--- src/rtl/aes_pkg.sv ---
// Shared AES definitions: state width, FSM encoding and the byte-position helper
// used by the round datapath blocks.
package aes_pkg;

  localparam int STATE_W = 128;

  typedef enum logic [1:0] {
    ST_IDLE = 2'd0,
    ST_BUSY = 2'd1,
    ST_DONE = 2'd2
  } ssr_state_e;

  // MSB bit index of byte (row, col) in a column-major 128-bit state.
  function automatic int byte_ofs(input int row, input int col);
    return STATE_W - 1 - 8 * (4 * col + row);
  endfunction

endpackage

--- src/rtl/sub_shift_rows_if.sv ---
// Valid/ready handshake bundle for the SubBytes+ShiftRows stage: input state
// towards the block, substituted state back out.
interface sub_shift_rows_if;
  import aes_pkg::*;

  logic               i_Valid;
  logic               o_Ready;
  logic [STATE_W-1:0] i_State;
  logic               i_fDec;
  logic               o_Valid;
  logic               i_Ready;
  logic [STATE_W-1:0] o_State;

  modport slave (
    input  i_Valid, i_State, i_fDec, i_Ready,
    output o_Ready, o_Valid, o_State
  );

  modport master (
    output i_Valid, i_State, i_fDec, i_Ready,
    input  o_Ready, o_Valid, o_State
  );

endinterface

--- src/rtl/aes_sbox.sv ---
// Combinational AES S-box, forward or inverse, computed as GF(2^8) inversion
// wrapped by the affine transform instead of a lookup table.
module aes_sbox (
  input  logic       i_fDec,
  input  logic [7:0] i_Byte,
  output logic [7:0] o_Byte
);

  function automatic logic [7:0] rotl(input logic [7:0] b, input int n);
    return (b << n) | (b >> (8 - n));
  endfunction

  function automatic logic [7:0] gf_mul(input logic [7:0] a, input logic [7:0] b);
    logic [7:0] p;
    logic [7:0] aa;
    p  = 8'h00;
    aa = a;
    for (int i = 0; i < 8; i++) begin
      if (b[i]) p = p ^ aa;
      aa = {aa[6:0], 1'b0} ^ (aa[7] ? 8'h1b : 8'h00);
    end
    return p;
  endfunction

  // x^254 == x^-1 in GF(2^8); zero maps to zero as AES requires.
  function automatic logic [7:0] gf_inv(input logic [7:0] x);
    logic [7:0] x2, x3, x12, x15, x240;
    x2   = gf_mul(x, x);
    x3   = gf_mul(x2, x);
    x12  = gf_mul(gf_mul(x3, x3), gf_mul(x3, x3));
    x15  = gf_mul(x12, x3);
    x240 = gf_mul(x15, x15);
    x240 = gf_mul(x240, x240);
    x240 = gf_mul(x240, x240);
    x240 = gf_mul(x240, x240);
    return gf_mul(gf_mul(x240, x12), x2);
  endfunction

  function automatic logic [7:0] affine(input logic [7:0] b);
    return b ^ rotl(b, 1) ^ rotl(b, 2) ^ rotl(b, 3) ^ rotl(b, 4) ^ 8'h63;
  endfunction

  function automatic logic [7:0] inv_affine(input logic [7:0] b);
    return rotl(b, 1) ^ rotl(b, 3) ^ rotl(b, 6) ^ 8'h05;
  endfunction

  logic [7:0] w_pre;
  logic [7:0] w_inv;

  assign w_pre  = i_fDec ? inv_affine(i_Byte) : i_Byte;
  assign w_inv  = gf_inv(w_pre);
  assign o_Byte = i_fDec ? w_inv : affine(w_inv);

endmodule

--- src/rtl/sub_shift_rows.sv ---
// Iterative AES SubBytes+ShiftRows (or inverse): one column per cycle through
// four shared S-boxes, each byte written straight to its row-shifted slot.
module sub_shift_rows
  import aes_pkg::*;
(
  input  logic              i_Clk,
  input  logic              i_Rst_n,
  sub_shift_rows_if.slave   bus
);

  ssr_state_e         r_state;
  logic [1:0]         r_cnt;
  logic               r_dec;
  logic               r_valid;
  logic [STATE_W-1:0] r_in;
  logic [STATE_W-1:0] r_out;

  logic [7:0]         w_col  [4];
  logic [7:0]         w_sub  [4];
  logic [1:0]         w_dcol [4];

  always_comb begin
    for (int r = 0; r < 4; r++) begin
      w_col[r]  = r_in[byte_ofs(r, int'(r_cnt)) -: 8];
      // Encrypt moves row r left by r columns, decrypt moves it right.
      w_dcol[r] = r_dec ? (r_cnt + 2'(r)) : (r_cnt - 2'(r));
    end
  end

  for (genvar g = 0; g < 4; g++) begin : g_sbox
    aes_sbox u_sbox (
      .i_fDec (r_dec),
      .i_Byte (w_col[g]),
      .o_Byte (w_sub[g])
    );
  end

  assign bus.o_Ready = (r_state == ST_IDLE) | ((r_state == ST_DONE) & bus.i_Ready);
  assign bus.o_Valid = r_valid;
  assign bus.o_State = r_out;

  always_ff @(posedge i_Clk or negedge i_Rst_n) begin
    if (!i_Rst_n) begin
      r_state <= ST_IDLE;
      r_cnt   <= 2'd0;
      r_dec   <= 1'b0;
      r_valid <= 1'b0;
      r_in    <= '0;
      r_out   <= '0;
    end else begin
      case (r_state)
        ST_IDLE: begin
          if (bus.i_Valid) begin
            r_in    <= bus.i_State;
            r_dec   <= bus.i_fDec;
            r_cnt   <= 2'd0;
            r_state <= ST_BUSY;
          end
        end
        ST_BUSY: begin
          for (int r = 0; r < 4; r++) begin
            r_out[byte_ofs(r, int'(w_dcol[r])) -: 8] <= w_sub[r];
          end
          r_cnt <= r_cnt + 2'd1;
          if (r_cnt == 2'd3) begin
            r_state <= ST_DONE;
            r_valid <= 1'b1;
          end
        end
        ST_DONE: begin
          if (bus.i_Ready) begin
            r_valid <= 1'b0;
            if (bus.i_Valid) begin
              r_in    <= bus.i_State;
              r_dec   <= bus.i_fDec;
              r_cnt   <= 2'd0;
              r_state <= ST_BUSY;
            end else begin
              r_state <= ST_IDLE;
            end
          end
        end
        default: r_state <= ST_IDLE;
      endcase
    end
  end

endmodule

--- src/flat_wrapper.sv ---
// flat-port wrapper written by rule: the top's interface ports become plain ports
module sub_shift_rows_flat import aes_pkg::*;
  (i_Clk, i_Rst_n, bus_i_Valid, bus_i_State, bus_i_fDec, bus_i_Ready, bus_o_Ready, bus_o_Valid, bus_o_State);
  sub_shift_rows_if bus_i ();
  input  logic i_Clk;
  input  logic i_Rst_n;
  input wire logic [$bits(bus_i.i_Valid)-1:0] bus_i_Valid;
  input wire logic [$bits(bus_i.i_State)-1:0] bus_i_State;
  input wire logic [$bits(bus_i.i_fDec)-1:0] bus_i_fDec;
  input wire logic [$bits(bus_i.i_Ready)-1:0] bus_i_Ready;
  output wire logic [$bits(bus_i.o_Ready)-1:0] bus_o_Ready;
  output wire logic [$bits(bus_i.o_Valid)-1:0] bus_o_Valid;
  output wire logic [$bits(bus_i.o_State)-1:0] bus_o_State;
  assign bus_i.i_Valid = bus_i_Valid;
  assign bus_i.i_State = bus_i_State;
  assign bus_i.i_fDec = bus_i_fDec;
  assign bus_i.i_Ready = bus_i_Ready;
  assign bus_o_Ready = bus_i.o_Ready;
  assign bus_o_Valid = bus_i.o_Valid;
  assign bus_o_State = bus_i.o_State;
  sub_shift_rows u_core (.i_Clk(i_Clk), .i_Rst_n(i_Rst_n), .bus(bus_i));
endmodule
--- config.mk ---
export PLATFORM = sky130hd
export DESIGN_NAME = sub_shift_rows_flat
export DESIGN_NICKNAME = d
export VERILOG_FILES = /design/src/rtl/aes_pkg.sv /design/src/rtl/sub_shift_rows_if.sv /design/src/rtl/aes_sbox.sv /design/src/rtl/sub_shift_rows.sv /design/src/flat_wrapper.sv
export SDC_FILE = /design/constraint.sdc
export NUM_CORES = 2
export LEC_CHECK = 0
export CAP_MARGIN = 10
export CORE_MARGIN = 5
export CORE_UTILIZATION = 59
export CTS_CLUSTER_DIAMETER = 30
export DETAILED_ROUTE_END_ITERATION = 16
export PLACE_DENSITY = 0.78
export SLEW_MARGIN = 15
export SYNTH_ARGS = -nofsm -noshare
export SYNTH_HDL_FRONTEND = slang
export SYNTH_SLANG_ARGS = --single-unit
export TNS_END_PERCENT = 30
--- constraint.sdc ---
create_clock -name i_Clk -period 65.4 [get_ports i_Clk]
set_input_delay 6.54 -clock i_Clk [delete_from_list [all_inputs] [get_ports i_Clk]]
set_output_delay 6.54 -clock i_Clk [all_outputs]
set_load 0.01 [all_outputs]
==> results.ini <==
[worst_setup_path]
cpPeakStageDelay_ns = 0.76
critPathKind = register to register
worst-path-max-fanout = 27
cpMostUsedCell = xor2_1
cp-end-kind = register
crit_slowest_cell = mux4_2
worstSetupStartpointType = register
arrival_ns = 26.10
worstPathRequired_ns = 65.87

[finish]
nFillCells = 7988
layout_common_cells = xnor2_1, nand2_1, nor2_1
final_common_cell = xnor2_1
syn2layout_area_growth_pct = 9.03
final_cells = 8308
seq_area_mm2 = 0.00657
multi_input_comb_area_mm2 = 0.0480
drive_gt1_frac = 0.0835
nets = 7157

[clock_tree]
cts_made_buffers = 50
cts_tree = built
worstSkewPairLatency_ns = 0.62
cts-root-buf = clkbuf_16
htreeDepth = 2
cts_sinks = 262
clk_pin_slew_ns = 0.05
cts_buffer_depth = 3
post-cts-setup-buffers = 0
ctsResizeCount = 0
cts_hold_buf = 0

[timing]
whs_ns = 0.471
tightest_slew_ns = 1.29
final.setup.tns_ns = 0
relSlewSlack = 0.135
final-max-slew-violation-count = 0
post-route-min-period_ns = 25.63
rsz0062_at_grt = false
finClkSkew_ns = 0.0691
hold_viol = 0
fin_crit_sh = 0.392
setup_slack_ns = 39.77
fmax_ghz = 0.0390
setup_viol = 0

[logic_synthesis]
synth_seq_cells = 262
syn_nets = 7155
avgSynthCellArea_um2 = 8.15
synth_edf_count = 0
async_flop_share = 1.00
seq_area_frac_synth = 0.115
yosysTopAreaCell = xnor2_1
synth.distinct_cells = 113
ys.flop_type = dfrtp_1
synth.area.top_cells = xnor2_1, xnor3_1, dfrtp_1, nand2_1, nor2_1
netlist.area_leader.share = 0.182
syn_inst = 6990
ys_warn_count = 0
syn_area_mm2 = 0.0569

[floorplanning]
start_util = 0.591
die_w_um = 321
io_pins = 263
core_mm2 = 0.0963
dieArea_mm2 = 0.103
rows = 114
die_h_um = 321

[job]
maxCapViolations = 0

[routing]
vias_per_cell = 6.16
drt-total-wl_um = 162000
ant_nets = 0
vias = 51200
dr.pass1.iters = 10
drc = 0
routedWlPerCell_um = 19.5
drt-initial-drc-count = 5201

[grt]
grtUsageTotal = 0.300
grt_pass1_vias = 48800
grt_max_degree = 124
grt_overflow = 0
antenna_found_initial = 2
grt_pass1_wl_um = 260000

[place]
place_congestion = 0.936
detailed_place_hpwl_um = 117000
placedCellCount = 8214
dp_slack_ns = 40.21
port_buffers = 262

[status]
status = completed

[min_path]
min_path_type = register to register

## cell type report
class / instances / area share
Antenna cell: 1 / 0.0000403
Clock buffer: 63 / 0.0216
Clock inverter: 28 / 0.00592
Inverter: 113 / 0.00683
Multi-Input combinational cell: 6144 / 0.772
Sequential cell: 262 / 0.106
Tap cell: 1276 / 0.0257
Timing Repair Buffer: 421 / 0.0618
## cell usage after synthesis, types with 38 or more instances
cell type	number
nand2_1	978
buf_2	133
mux2i_1	201
xor3_1	72
nand2b_1	54
xnor2_1	1186
o21ai_0	276
and3_1	41
inv_1	90
nor2b_1	58
o211ai_1	38
xor2_1	354
a211oi_1	45
a21oi_1	274
nor2_1	844
o31ai_1	54
a31oi_1	55
xnor2_2	82
mux2_2	70
or3_1	40
clkbuf_1	271
nor3_1	149
a22oi_1	48
xnor3_1	309
o22ai_1	52
and2_1	52
dfrtp_1	262
nand3_1	130
## final timing paths
check	startpoint	to	slack, ns	cells after the start
worst max-delay path	u_core.r_cnt[0]$_DFFE_PN0P_	u_core.bus.o_State[100]$_DFFE_PN0P_	39.77	67
worst min-delay path	u_core.r_in[47]$_DFFE_PN0P_	u_core.r_in[47]$_DFFE_PN0P_	0.47	2
worst max register to register	u_core.r_cnt[0]$_DFFE_PN0P_	u_core.bus.o_State[100]$_DFFE_PN0P_	39.77	67
worst min register to register	u_core.r_in[47]$_DFFE_PN0P_	u_core.r_in[47]$_DFFE_PN0P_	0.47	2
max in group asynchronous	i_Rst_n	u_core.r_dec$_DFFE_PN0P_	57.73	2
min in group asynchronous	i_Rst_n	u_core.bus.o_State[11]$_DFFE_PN0P_	6.01	1
## cells by family after synthesis
family | Yosys count | share of synthesized area
mux | 318 | 0.0658
buf+inv | 584 | 0.0452
xor+xnor | 2054 | 0.431
simple gates | 2493 | 0.190
compound gates | 1247 | 0.146
fa+ha+maj | 32 | 0.00703
flops | 262 | 0.115
## sequential cells by signal, indices dropped and copies added (netlist names)
| signal | flops |
|---|---|
| u_core.r_in | 128 |
| u_core.r_dec | 1 |
| u_core.bus.o_State | 128 |
| u_core.r_cnt | 2 |
| u_core.r_state | 2 |
| u_core.bus.o_Valid | 1 |
## metal layers
layer / up-vias / track usage / routed length, µm
met5: - / 0 / 0
met3: 429 / 0.0370 / 12900
met1: 24400 / 0.407 / 66900
met4: 0 / 0.101 / 5800
li1: 24000 / - / -
met2: 2373 / 0.500 / 76300
## critical path, delay by kind of cell, from the launching register on
family | cells | cell delay (ns)
simple gates | 8 | 1.28
compound gates | 8 | 1.95
fa+ha+maj | 6 | 2.97
flops | 1 | 0.71
buf+inv | 8 | 2.85
mux | 3 | 1.18
xor+xnor | 34 | 14.49
## per-stage QoR
stage,utilization,cell area (µm²)
6_report,0.645,62100
5_1_grt,0.645,62100
4_1_cts,0.644,62100
3_5_place_dp,0.627,60300
3_3_place_gp,0.627,60300
2_1_floorplan,-,56900
Power is left out: the tool's default activity adds up to more than one toggle a clock period on the data nets, which glitch-free logic cannot reach.
